File: src/rtl/hapara_icap_pkg.sv
// Shared state encoding and defaults for the HAPARA ICAP burst controller.
package hapara_icap_pkg;

  localparam int LEN_WIDTH_DEF = 16;

  typedef enum logic [1:0] {
    ST_IDLE   = 2'd0,
    ST_GRANT  = 2'd1,
    ST_STREAM = 2'd2,
    ST_GAP    = 2'd3
  } icap_state_e;

  // Index width that stays legal for a single requester.
  function automatic int idx_width(input int n);
    return (n > 1) ? $clog2(n) : 1;
  endfunction

endpackage

File: src/rtl/hapara_icap_rr_arbiter.sv
// Round-robin pick: first asserted request at or after the pointer, wrapping.
module hapara_icap_rr_arbiter import hapara_icap_pkg::*; #(
  parameter int NUM_REQ = 4,
  parameter int IDX_W   = idx_width(NUM_REQ)
) (
  input  logic [NUM_REQ-1:0] req_i,
  input  logic [IDX_W-1:0]   ptr_i,
  output logic [NUM_REQ-1:0] winner_o,
  output logic [IDX_W-1:0]   idx_o
);

  always_comb begin
    logic found;
    int   cand;
    winner_o = '0;
    idx_o    = '0;
    found    = 1'b0;
    cand     = 0;
    for (int i = 0; i < NUM_REQ; i++) begin
      cand = int'(ptr_i) + i;
      if (cand >= NUM_REQ) cand = cand - NUM_REQ;
      if (!found && req_i[IDX_W'(cand)]) begin
        found                   = 1'b1;
        winner_o[IDX_W'(cand)]  = 1'b1;
        idx_o                   = IDX_W'(cand);
      end
    end
  end

endmodule

File: src/rtl/hapara_icap_burst_ctrl.sv
// Arbitrates bitstream requesters onto one ICAP port and streams each burst
// as registered writes with byte address 4*k, one idle owner gap between bursts.
//
// state     | meaning
// ----------+-----------------------------------------------------------
// ST_IDLE   | sample req, latch round-robin winner and its length
// ST_GRANT  | one cycle of grant; zero length finishes here
// ST_STREAM | s_ready to winner, each handshake becomes an ICAP write
// ST_GAP    | last write / done visible, grant dropped, back to IDLE
module hapara_icap_burst_ctrl import hapara_icap_pkg::*; #(
  parameter int DATA_WIDTH = 32,
  parameter int NUM_REQ    = 4,
  parameter int LEN_WIDTH  = LEN_WIDTH_DEF
) (
  input  logic                          clk,
  input  logic                          rst,
  input  logic [NUM_REQ-1:0]            req,
  input  logic [NUM_REQ*LEN_WIDTH-1:0]  len,
  input  logic [NUM_REQ-1:0]            s_valid,
  input  logic [NUM_REQ*DATA_WIDTH-1:0] s_data,
  output logic [NUM_REQ-1:0]            s_ready,
  output logic [NUM_REQ-1:0]            grant,
  output logic [NUM_REQ-1:0]            done,
  output logic                          busy,
  output logic                          icap_en,
  output logic [DATA_WIDTH/8-1:0]       icap_we,
  output logic [DATA_WIDTH-1:0]         icap_addr,
  output logic [DATA_WIDTH-1:0]         icap_din
);

  localparam int IDX_W = idx_width(NUM_REQ);

  icap_state_e state_q, state_d;
  logic [NUM_REQ-1:0]      win_oh_q, win_oh_d;
  logic [IDX_W-1:0]        ptr_q, ptr_d;
  logic [LEN_WIDTH-1:0]    cnt_q, cnt_d;
  logic [LEN_WIDTH-1:0]    widx_q, widx_d;
  logic [NUM_REQ-1:0]      done_q, done_d;
  logic                    en_q, en_d;
  logic [DATA_WIDTH/8-1:0] we_q, we_d;
  logic [DATA_WIDTH-1:0]   addr_q, addr_d;
  logic [DATA_WIDTH-1:0]   din_q, din_d;

  logic [NUM_REQ-1:0]    arb_oh;
  logic [IDX_W-1:0]      arb_idx;
  logic [LEN_WIDTH-1:0]  arb_len;
  logic [DATA_WIDTH-1:0] sel_data;
  logic                  sel_valid;
  logic                  xfer;

  hapara_icap_rr_arbiter #(
    .NUM_REQ (NUM_REQ),
    .IDX_W   (IDX_W)
  ) u_arb (
    .req_i    (req),
    .ptr_i    (ptr_q),
    .winner_o (arb_oh),
    .idx_o    (arb_idx)
  );

  always_comb begin
    arb_len  = '0;
    sel_data = '0;
    for (int i = 0; i < NUM_REQ; i++) begin
      if (arb_oh[i])   arb_len  = len[i*LEN_WIDTH +: LEN_WIDTH];
      if (win_oh_q[i]) sel_data = s_data[i*DATA_WIDTH +: DATA_WIDTH];
    end
  end

  assign sel_valid = |(s_valid & win_oh_q);
  assign xfer      = (state_q == ST_STREAM) && sel_valid;

  always_comb begin
    state_d  = state_q;
    win_oh_d = win_oh_q;
    ptr_d    = ptr_q;
    cnt_d    = cnt_q;
    widx_d   = widx_q;
    done_d   = '0;
    en_d     = 1'b0;
    we_d     = '0;
    addr_d   = addr_q;
    din_d    = din_q;
    case (state_q)
      ST_IDLE: begin
        if (|req) begin
          win_oh_d = arb_oh;
          cnt_d    = arb_len;
          widx_d   = '0;
          ptr_d    = (arb_idx == IDX_W'(NUM_REQ - 1)) ? '0 : arb_idx + IDX_W'(1);
          state_d  = ST_GRANT;
        end
      end
      ST_GRANT: begin
        if (cnt_q == '0) begin
          done_d  = win_oh_q;
          state_d = ST_GAP;
        end else begin
          state_d = ST_STREAM;
        end
      end
      ST_STREAM: begin
        if (xfer) begin
          en_d   = 1'b1;
          we_d   = '1;
          din_d  = sel_data;
          addr_d = DATA_WIDTH'({widx_q, 2'b00});
          widx_d = widx_q + LEN_WIDTH'(1);
          cnt_d  = cnt_q - LEN_WIDTH'(1);
          // Terminal count: this handshake carries the last word.
          if (cnt_q == LEN_WIDTH'(1)) begin
            done_d  = win_oh_q;
            state_d = ST_GAP;
          end
        end
      end
      ST_GAP: begin
        state_d = ST_IDLE;
      end
      default: begin
        state_d = ST_IDLE;
      end
    endcase
  end

  always_ff @(posedge clk) begin
    if (rst) begin
      state_q  <= ST_IDLE;
      win_oh_q <= '0;
      ptr_q    <= '0;
      cnt_q    <= '0;
      widx_q   <= '0;
      done_q   <= '0;
      en_q     <= 1'b0;
      we_q     <= '0;
      addr_q   <= '0;
      din_q    <= '0;
    end else begin
      state_q  <= state_d;
      win_oh_q <= win_oh_d;
      ptr_q    <= ptr_d;
      cnt_q    <= cnt_d;
      widx_q   <= widx_d;
      done_q   <= done_d;
      en_q     <= en_d;
      we_q     <= we_d;
      addr_q   <= addr_d;
      din_q    <= din_d;
    end
  end

  assign grant     = ((state_q == ST_GRANT) || (state_q == ST_STREAM)) ? win_oh_q : '0;
  assign s_ready   = (state_q == ST_STREAM) ? win_oh_q : '0;
  assign done      = done_q;
  assign busy      = (state_q != ST_IDLE);
  assign icap_en   = en_q;
  assign icap_we   = we_q;
  assign icap_addr = addr_q;
  assign icap_din  = din_q;

endmodule

File: config.mk
export PLATFORM = sky130hd
export DESIGN_NAME = hapara_icap_burst_ctrl
export DESIGN_NICKNAME = d
export VERILOG_FILES = /design/src/rtl/hapara_icap_pkg.sv /design/src/rtl/hapara_icap_rr_arbiter.sv /design/src/rtl/hapara_icap_burst_ctrl.sv
export SDC_FILE = /design/constraint.sdc
export NUM_CORES = 1
export LEC_CHECK = 0
export CORE_MARGIN = 10
export CORE_UTILIZATION = 40
export DETAILED_ROUTE_END_ITERATION = 8
export GPL_TIMING_DRIVEN = 0
export PLACE_DENSITY = 0.88
export SYNTH_ARGS = -nofsm -noshare
export SYNTH_HDL_FRONTEND = slang
export SYNTH_SLANG_ARGS = --single-unit
File: constraint.sdc
create_clock -name clk -period 3.62 [get_ports clk]
set_clock_uncertainty 0.05 [all_clocks]
set_input_delay 0.362 -clock clk [delete_from_list [all_inputs] [get_ports clk]]
set_output_delay 0.362 -clock clk [all_outputs]
set_load 0.03 [all_outputs]
# ---- Word-level counts from Yosys, hierarchy flattened
# Cells that the tools add are included.
# Widths: inputs -> output; s select.
dict set report totals {
  reg_bits 97
  in_bits 202
  output_inout_bits 82
  wordCells 131
}
dict set report op_classes {
  mux 63
  bitwise_logic 5
  n_eq_ne 8
  n_lt_le_gt_ge 12
  addsub 10
  reduce_logical 23
}
# op n
set op_table {}
lappend op_table {{$mux 16} 8}
lappend op_table {{$mux 32} 4}
lappend op_table {{$pmux 16 s2} 2}
lappend op_table {{$mux 4} 10}
lappend op_table {{$mux 2} 12}
lappend op_table {{$mux 1} 17}
lappend op_table {{$add 16x1->16 const B} 1}
lappend op_table {{$eq 16x1->1 const B} 1}
lappend op_table {{$logic_not 16->1} 1}
lappend op_table {{$lt 2x4->1 const B} 4}
lappend op_table {{$sub 16x1->16 const B} 1}
lappend op_table {{$or 4x4->4} 3}
lappend op_table {{$ge 3x3->1 const B} 3}
lappend op_table {{$bmux 1 s2} 4}
lappend op_table {{$demux 1 s2} 4}
lappend op_table {{$ge 2x1->1 const B} 4}
lappend op_table {{$logic_and 1x1->1} 8}
lappend op_table {{$pmux 2 s4} 1}
lappend op_table {{$pmux 4 s2} 1}
lappend op_table {{$reduce_or 4->1} 2}
lappend op_table {{$sub 2x1->2 const B} 4}
lappend op_table {{$add 2x2->3 const B} 2}
lappend op_table {{$eq 2x2->1 const B} 3}
lappend op_table {{$reduce_and 3->1} 2}
lappend op_table {{other kinds (14)} 19}

# ---- Logic depth before layout (Yosys ltp)
# Gate-level depths: netlist of run 1.
dict set report depth {
  depth_word 21
  ltp_mapped 14
}

# ---- Modules after synthesis
# A second synthesis of run 1 with hierarchy kept.
dict set report unflattened {
  hier_cells 791
  area_unflattened_um2 6119.6
}
# mod cells_each instances area_each_um2
set modules_own_cells {}
lappend modules_own_cells {hapara_icap_burst_ctrl 721 1 5547.8}
lappend modules_own_cells {hapara_icap_rr_arbiter 70 1 571.8}

# ---- Worst setup path before layout of run 1
# OpenSTA, ideal clock, no wires.
dict set report synth_timing {
  path_type {register to register}
  startpoint {register (tool-made name)}
  endpoint {register cnt_q[2]}
  setup_slack_ns 0.435
  arrival_time_ns 3.050
  setup_ns 0.086
  required_time_ns 3.484
  stages_incl_launch_ff 13
  cell_sequence {dfxtp_1 -> buf_2 -> buf_2 -> inv_1 -> ha_1 -> buf_2 -> mux4_2 -> or4b_1 -> a22oi_1 -> a221o_2 -> buf_6 -> a311oi_1 -> a211oi_1}
}
# item line_no
set synth_lines {}
lappend synth_lines {{to (signal assigned)} hapara_icap_burst_ctrl.sv:142} ;# cnt_q <= cnt_d;
lappend synth_lines {{to (decl)} hapara_icap_burst_ctrl.sv:36} ;# logic [LEN_WIDTH-1:0] cnt_q, cnt_d;

==> run_results.csv, run 1 <==
group,metric,value,unit
layout,final_common_cell,"clkdlybuf4s50_1",
route,avgRoutedWirePerCell,20.4,um
route,drt_iter0_drc,722,
logic_synthesis,ys_ff_latch,93,
placed_design,gp_congestion,0.966,
route,drc,0,
setup_path,critPathCaptureType,"register",
route,routed_via_density,5.75,
timing,max_slew_margin,40.7,%
timing,fin_crit_sh,95.0,%
logic_synthesis,synth_area,6520,um^2
logic_synthesis,async_flop_share,0,%
layout,fill_cells,1422,
timing,hold_violations,0,
clock_network,postCtsSetupBuffers,0,
clock_network,cts_hold_buf,0,
logic_synthesis,synth_warnings,0,
floorplan,rows,46,
grt,grt_pass1_wl,41600,um
outcome,status,"complete, no violations",
placed_design,dp.cells,1340,
floorplan,ioPinCount,284,
logic_synthesis,synth_area_leaders,"dfxtp_1 (29%), nor3_1 (6.5%), a211oi_1 (5.9%), a221oi_1 (4.7%), nor2_1 (3.9%)",
placed_design,port_buffers,266,
setup_path,arrival,3.62,ns
grt,grt_max_degree,19,
logic_synthesis,yosysTopAreaCellShare,28.6,%
route,wl,27600,um
grt,grt_antenna_before_repair,0,
floorplan,start_util,40.9,%
timing,worst_pin_slew,0.889,ns
layout,layout_common_cells,"clkdlybuf4s50_1 (266), dfxtp_1 (92), nor3_1 (85)",
grt,grt_pass1_vias,7473,
clock_network,clock_sinks,93,
setup_path,critPathRequiredTime,3.79,ns
power_and_ir_drop,max-vdd-ir-drop,0.000298,V
clock_network,numCtsBuffers,9,
floorplan,die_y,148,um
logic_synthesis,synth_top_cell_by_area,"dfxtp_1",
clock_network,cts_htree_levels,3,
layout,areaGrowthSynthToFinish,50.7,%
layout,final_cells,1354,
timing,setup-violations-final,0,
power_and_ir_drop,finalPower,6370,uW
floorplan,die_area,21800,um^2
flow_run,drv_cap,0,
setup_path,path_max_fanout,19,
logic_synthesis,synth_cell_type_count,74,
setup_path,startpoint_type,"register",
clock_network,path_clk_slew,0.07,ns
timing,period_minus_slack,3.44,ns
logic_synthesis,yosysSeqAreaShare,28.6,%
layout,n_antenna_cell,0,
power_and_ir_drop,p_leak,0.00352,uW
layout,drive_gt1_share,6.77,%
power_and_ir_drop,p_per_area,648,nW/um^2
floorplan,die_w,148,um
route,dr.pass1.iters,5,
timing,grt_setup_unrepaired,"no",
grt,overflow,0,
grt,track_usage,23.6,%
logic_synthesis,synthCells,843,
route,vias,7783,
placed_design,hpwl,22000,um
clock_network,clk_latency,0.35,ns
timing,whs,0.405,ns
setup_path,critical_path_class,"register to register",
floorplan,core_area,15900,um^2
logic_synthesis,synth.avg_cell_area,7.73,um^2
logic_synthesis,synth_edf_count,0,
layout,fin_nets,1350,
worst_hold_path,hp-class,"register to register",
timing,slew_violations,0,
clock_network,ctsLongestPathBuffers,2,
logic_synthesis,synth-main-ff-cell,"dfxtp_1",
clock_network,cts_root_buf,"clkbuf_16",
timing,fmax,0.291,GHz
route,antenna_left,0,
clock_network,cts_tree,"done",
-- flip-flops by register name, indices dropped and copies added (netlist names), named ones only --
name       flops
icap_addr     16
icap_din      32
done           4
state_q        2
win_oh_q       4
icap_we        1
cnt_q         16
widx_q        16
ptr_q          1
-- worst max-delay path, stage by stage (launching register included) --
cell      delay (ns)
dfxtp_2         0.43
buf_4           0.28
inv_1           0.15
ha_1            0.30
buf_2           0.16
mux2_2          0.39
mux2i_2         0.27
nand4_1         0.20
clkbuf_1        0.23
and3_1          0.31
a311oi_1        0.39
o22ai_1         0.15
-- logic make-up after synthesis --
group | share of synthesized area, %
buffers and inverters | 9.68
DFF | 28.6
xor gates and xnor gates | 1.75
muxes | 2.30
adders and majority gates | 2.88
AOI/OAI and AO/OA | 30.0
other | 0.0575
and+or+nand+nor | 24.8
-- per-stage QoR --
step | cell area (um^2) | TNS [ns] | worst slack, ns | util [%]
4_1_cts | 9820 | 0 | 0.00390 | 61.6
6_report | 9820 | 0 | 0.180 | 61.6
3_3_place_gp | 9510 | -3.76 | -0.435 | 59.6
5_1_grt | 9820 | 0 | 0.00480 | 61.6
3_5_place_dp | 9510 | -4.31 | -0.499 | 59.6
2_1_floorplan | 6570 | 0 | 0.435 | -
-- final timing paths --
path | from | to | slack (ns) | cells after the start
worst max register to register | register | cnt_q[1] | 0.18 | 11
worst min register to register | icap_addr[7] | icap_addr[7] | 0.40 | 2
worst max-delay path | register | cnt_q[1] | 0.18 | 11
worst min-delay path | icap_addr[7] | icap_addr[7] | 0.40 | 2
-- power breakdown --
| part | internal, uW | switching (uW) | leakage (uW) |
|---|---|---|---|
| combinational | 1620 | 2440 | 0.00262 |
| clock | 484 | 455 | 0.000142 |
| sequential | 1210 | 166 | 0.000756 |
-- layout make-up --
| type | instances | area (um^2) | area share [%] |
|---|---|---|---|
| Multi-Input combinational cell | 628 | 4100 | 41.8 |
| Inverter | 39 | 146 | 1.49 |
| Timing Repair Buffer | 266 | 2660 | 27.1 |
| Tap cell | 216 | 270 | 2.75 |
| Sequential cell | 93 | 1860 | 19.0 |
| Buffer | 96 | 484 | 4.93 |
| Clock inverter | 7 | 67.6 | 0.688 |
| Clock buffer | 9 | 225 | 2.29 |
-- cells in the mapped netlist (12+ instances only) --
cell type	instances
ha_1	15
and2_1	14
inv_1	37
buf_4	21
clkbuf_1	60
nor2b_1	36
nor3_1	85
a21oi_1	42
nor2_1	67
o21ai_0	15
o211ai_1	14
a221oi_1	35
buf_2	12
and4_1	14
dfxtp_1	93
a211oi_1	51
nand2_1	44
nand3_1	15
a31oi_1	20
-- layer usage --
| layer | routed length (um) | GRT usage, % | up-vias |
|---|---|---|---|
| met3 | 2240 | 5.53 | 57 |
| met2 | 13200 | 38.9 | 365 |
| met4 | 790 | 7.43 | 0 |
| met1 | 11300 | 29.8 | 3638 |
| met5 | 0 | 0 | - |
| li1 | - | - | 3723 |
-- timing repair --
action	CTS	global route
setup endpoints to repair	17	18
pin swaps	0	0
gates resized for setup	7	8
Power figures use the tool's default switching activity.
==> run 2, diff against run 1 <==
Settings changed: CORE_MARGIN 10 to not set, CTS_CLUSTER_SIZE set to 28.
==> run_results.csv, run 2 (same netlist as run 1, synthesis figures left out) <==
group,metric,value,unit
outcome,status,"complete, no violations",
clock_network,numCtsBuffers,9,
setup_path,startpoint_type,"register",
timing,max_slew_margin,40.6,%
setup_path,critical_path_class,"register to register",
clock_network,ctsLongestPathBuffers,2,
floorplan,rows,46,
route,routed_via_density,5.81,
clock_network,cts_root_buf,"clkbuf_16",
power_and_ir_drop,p_leak,0.00352,uW
grt,grt_pass1_wl,36600,um
floorplan,die_w,130,um
grt,grt_max_degree,18,
timing,period_minus_slack,3.40,ns
layout,n_antenna_cell,0,
setup_path,critPathRequiredTime,3.79,ns
timing,fin_crit_sh,94.0,%
flow_run,drv_cap,0,
timing,fmax,0.294,GHz
layout,fin_nets,1350,
grt,track_usage,28.1,%
timing,grt_setup_unrepaired,"no",
clock_network,cts_tree,"done",
timing,setup_ws,0.218,ns
placed_design,port_buffers,266,
route,wl,24600,um
route,drc,0,
timing,hold_violations,0,
placed_design,gp_congestion,0.927,
clock_network,clk_latency,0.35,ns
layout,largest_reg_flops,32,
layout,drive_gt1_share,7.03,%
worst_hold_path,whs_path_depth,2,
clock_network,clock_sinks,93,
floorplan,die_area,16800,um^2
setup_path,r2r_cells,11,
floorplan,ioPinCount,284,
clock_network,cts_hold_buf,0,
placed_design,place_ws,-0.500,ns
clock_network,cts_htree_levels,3,
route,drt-met1-wl,10500,um
layout,areaGrowthSynthToFinish,51.0,%
placed_design,dp.cells,1340,
route,antenna_left,0,
setup_path,critPathCaptureType,"register",
route,drt_iter0_drc,704,
layout,final_cells,1354,
power_and_ir_drop,p_per_area,647,nW/um^2
grt,grt_antenna_before_repair,0,
worst_hold_path,hp-class,"register to register",
floorplan,die_y,130,um
layout,layout_common_cells,"clkdlybuf4s50_1 (266), dfxtp_1 (92), nor3_1 (85)",
timing,worst_pin_slew,0.891,ns
grt,grt_pass1_vias,7088,
setup_path,arrival,3.57,ns
route,vias,7862,
timing,slew_violations,0,
route,route.met3.wl,1930,um
timing,setup-violations-final,0,
route,met2_length,11500,um
clock_network,path_clk_slew,0.07,ns
setup_path,path_max_fanout,19,
power_and_ir_drop,max-vdd-ir-drop,0.000290,V
floorplan,core_area,15900,um^2
placed_design,hpwl,19300,um
floorplan,start_util,41.0,%
setup_path,ff2ff_setup_slack,0.22,ns
route,avgRoutedWirePerCell,18.2,um
layout,final_common_cell,"clkdlybuf4s50_1",
route,dr.pass1.iters,5,
grt,overflow,0,
route,highest_layer,"met4",
==> run 2: cell count changes in the layout (fill, tap and decap cells not counted), moves of 2 or more <==
cell	change
inv_8	-3
a211oi_2	+3
inv_6	+4
clkinv_4	-2
a211oi_1	-3
==> run 2: path summary, 6_finish.rpt <==
kind,startpoint,end
hold reg to reg,icap_addr[17],icap_addr[17]
hold / removal,icap_addr[17],icap_addr[17]
setup reg to reg,register,cnt_q[0]
setup / recovery,register,cnt_q[0]
==> run 2: area by class of cell <==
cell class	count	area [um^2]
Inverter	39	146
Buffer	96	484
Clock buffer	10	239
Clock inverter	6	51.3
Fill cell	1427	6050
Timing Repair Buffer	266	2660
Sequential cell	93	1860
Multi-Input combinational cell	628	4120
Tap cell	216	270
==> run 2: metal layers <==
metal	track usage [%]	up-vias
met5	0	-
met4	10.2	0
met3	5.24	62
met2	45.6	414
met1	37.1	3667
li1	-	3719
==> run 2: what timing repair did <==
| action | 4_1_cts | 5_1_grt |
|---|---|---|
| gates resized for setup | 10 | 8 |
| endpoints found under the setup margin | 16 | 18 |
| buffers inserted | 0 | 0 |
==> run 2: worst max-delay path, cell delays in order (launching register included) <==
cell and delay, ns:
dfxtp_2 0.42, buf_4 0.27, inv_1 0.14, ha_1 0.30, buf_2 0.17, mux2_2 0.39, mux2i_2 0.27, nand4_1 0.19
clkbuf_1 0.23, and3_1 0.31, a311o_1 0.37, o2bb2ai_1 0.14
==> run 2: power by group <==
part           leakage (uW)  internal (uW)  switching (uW)
Combinational       0.00262           1630            2430
Sequential         0.000756           1210             162
Clock              0.000140            496             431
Total               0.00352           3340            3030
==> run 2: stage by stage <==
stage / hold WS, ns / total power [uW] / utilization [%] / TNS [ns] / cell area (um^2)
floorplan: 0.394 / 4030 / - / 0 / 6570
global placement: 0.393 / 5220 / 59.8 / -4.18 / 9510
detailed placement: 0.397 / 5290 / 59.8 / -4.17 / 9510
CTS: 0.407 / 6280 / 61.9 / 0 / 9830
global route: 0.425 / 6750 / 61.9 / 0 / 9840
finish: 0.404 / 6360 / 61.9 / 0 / 9840
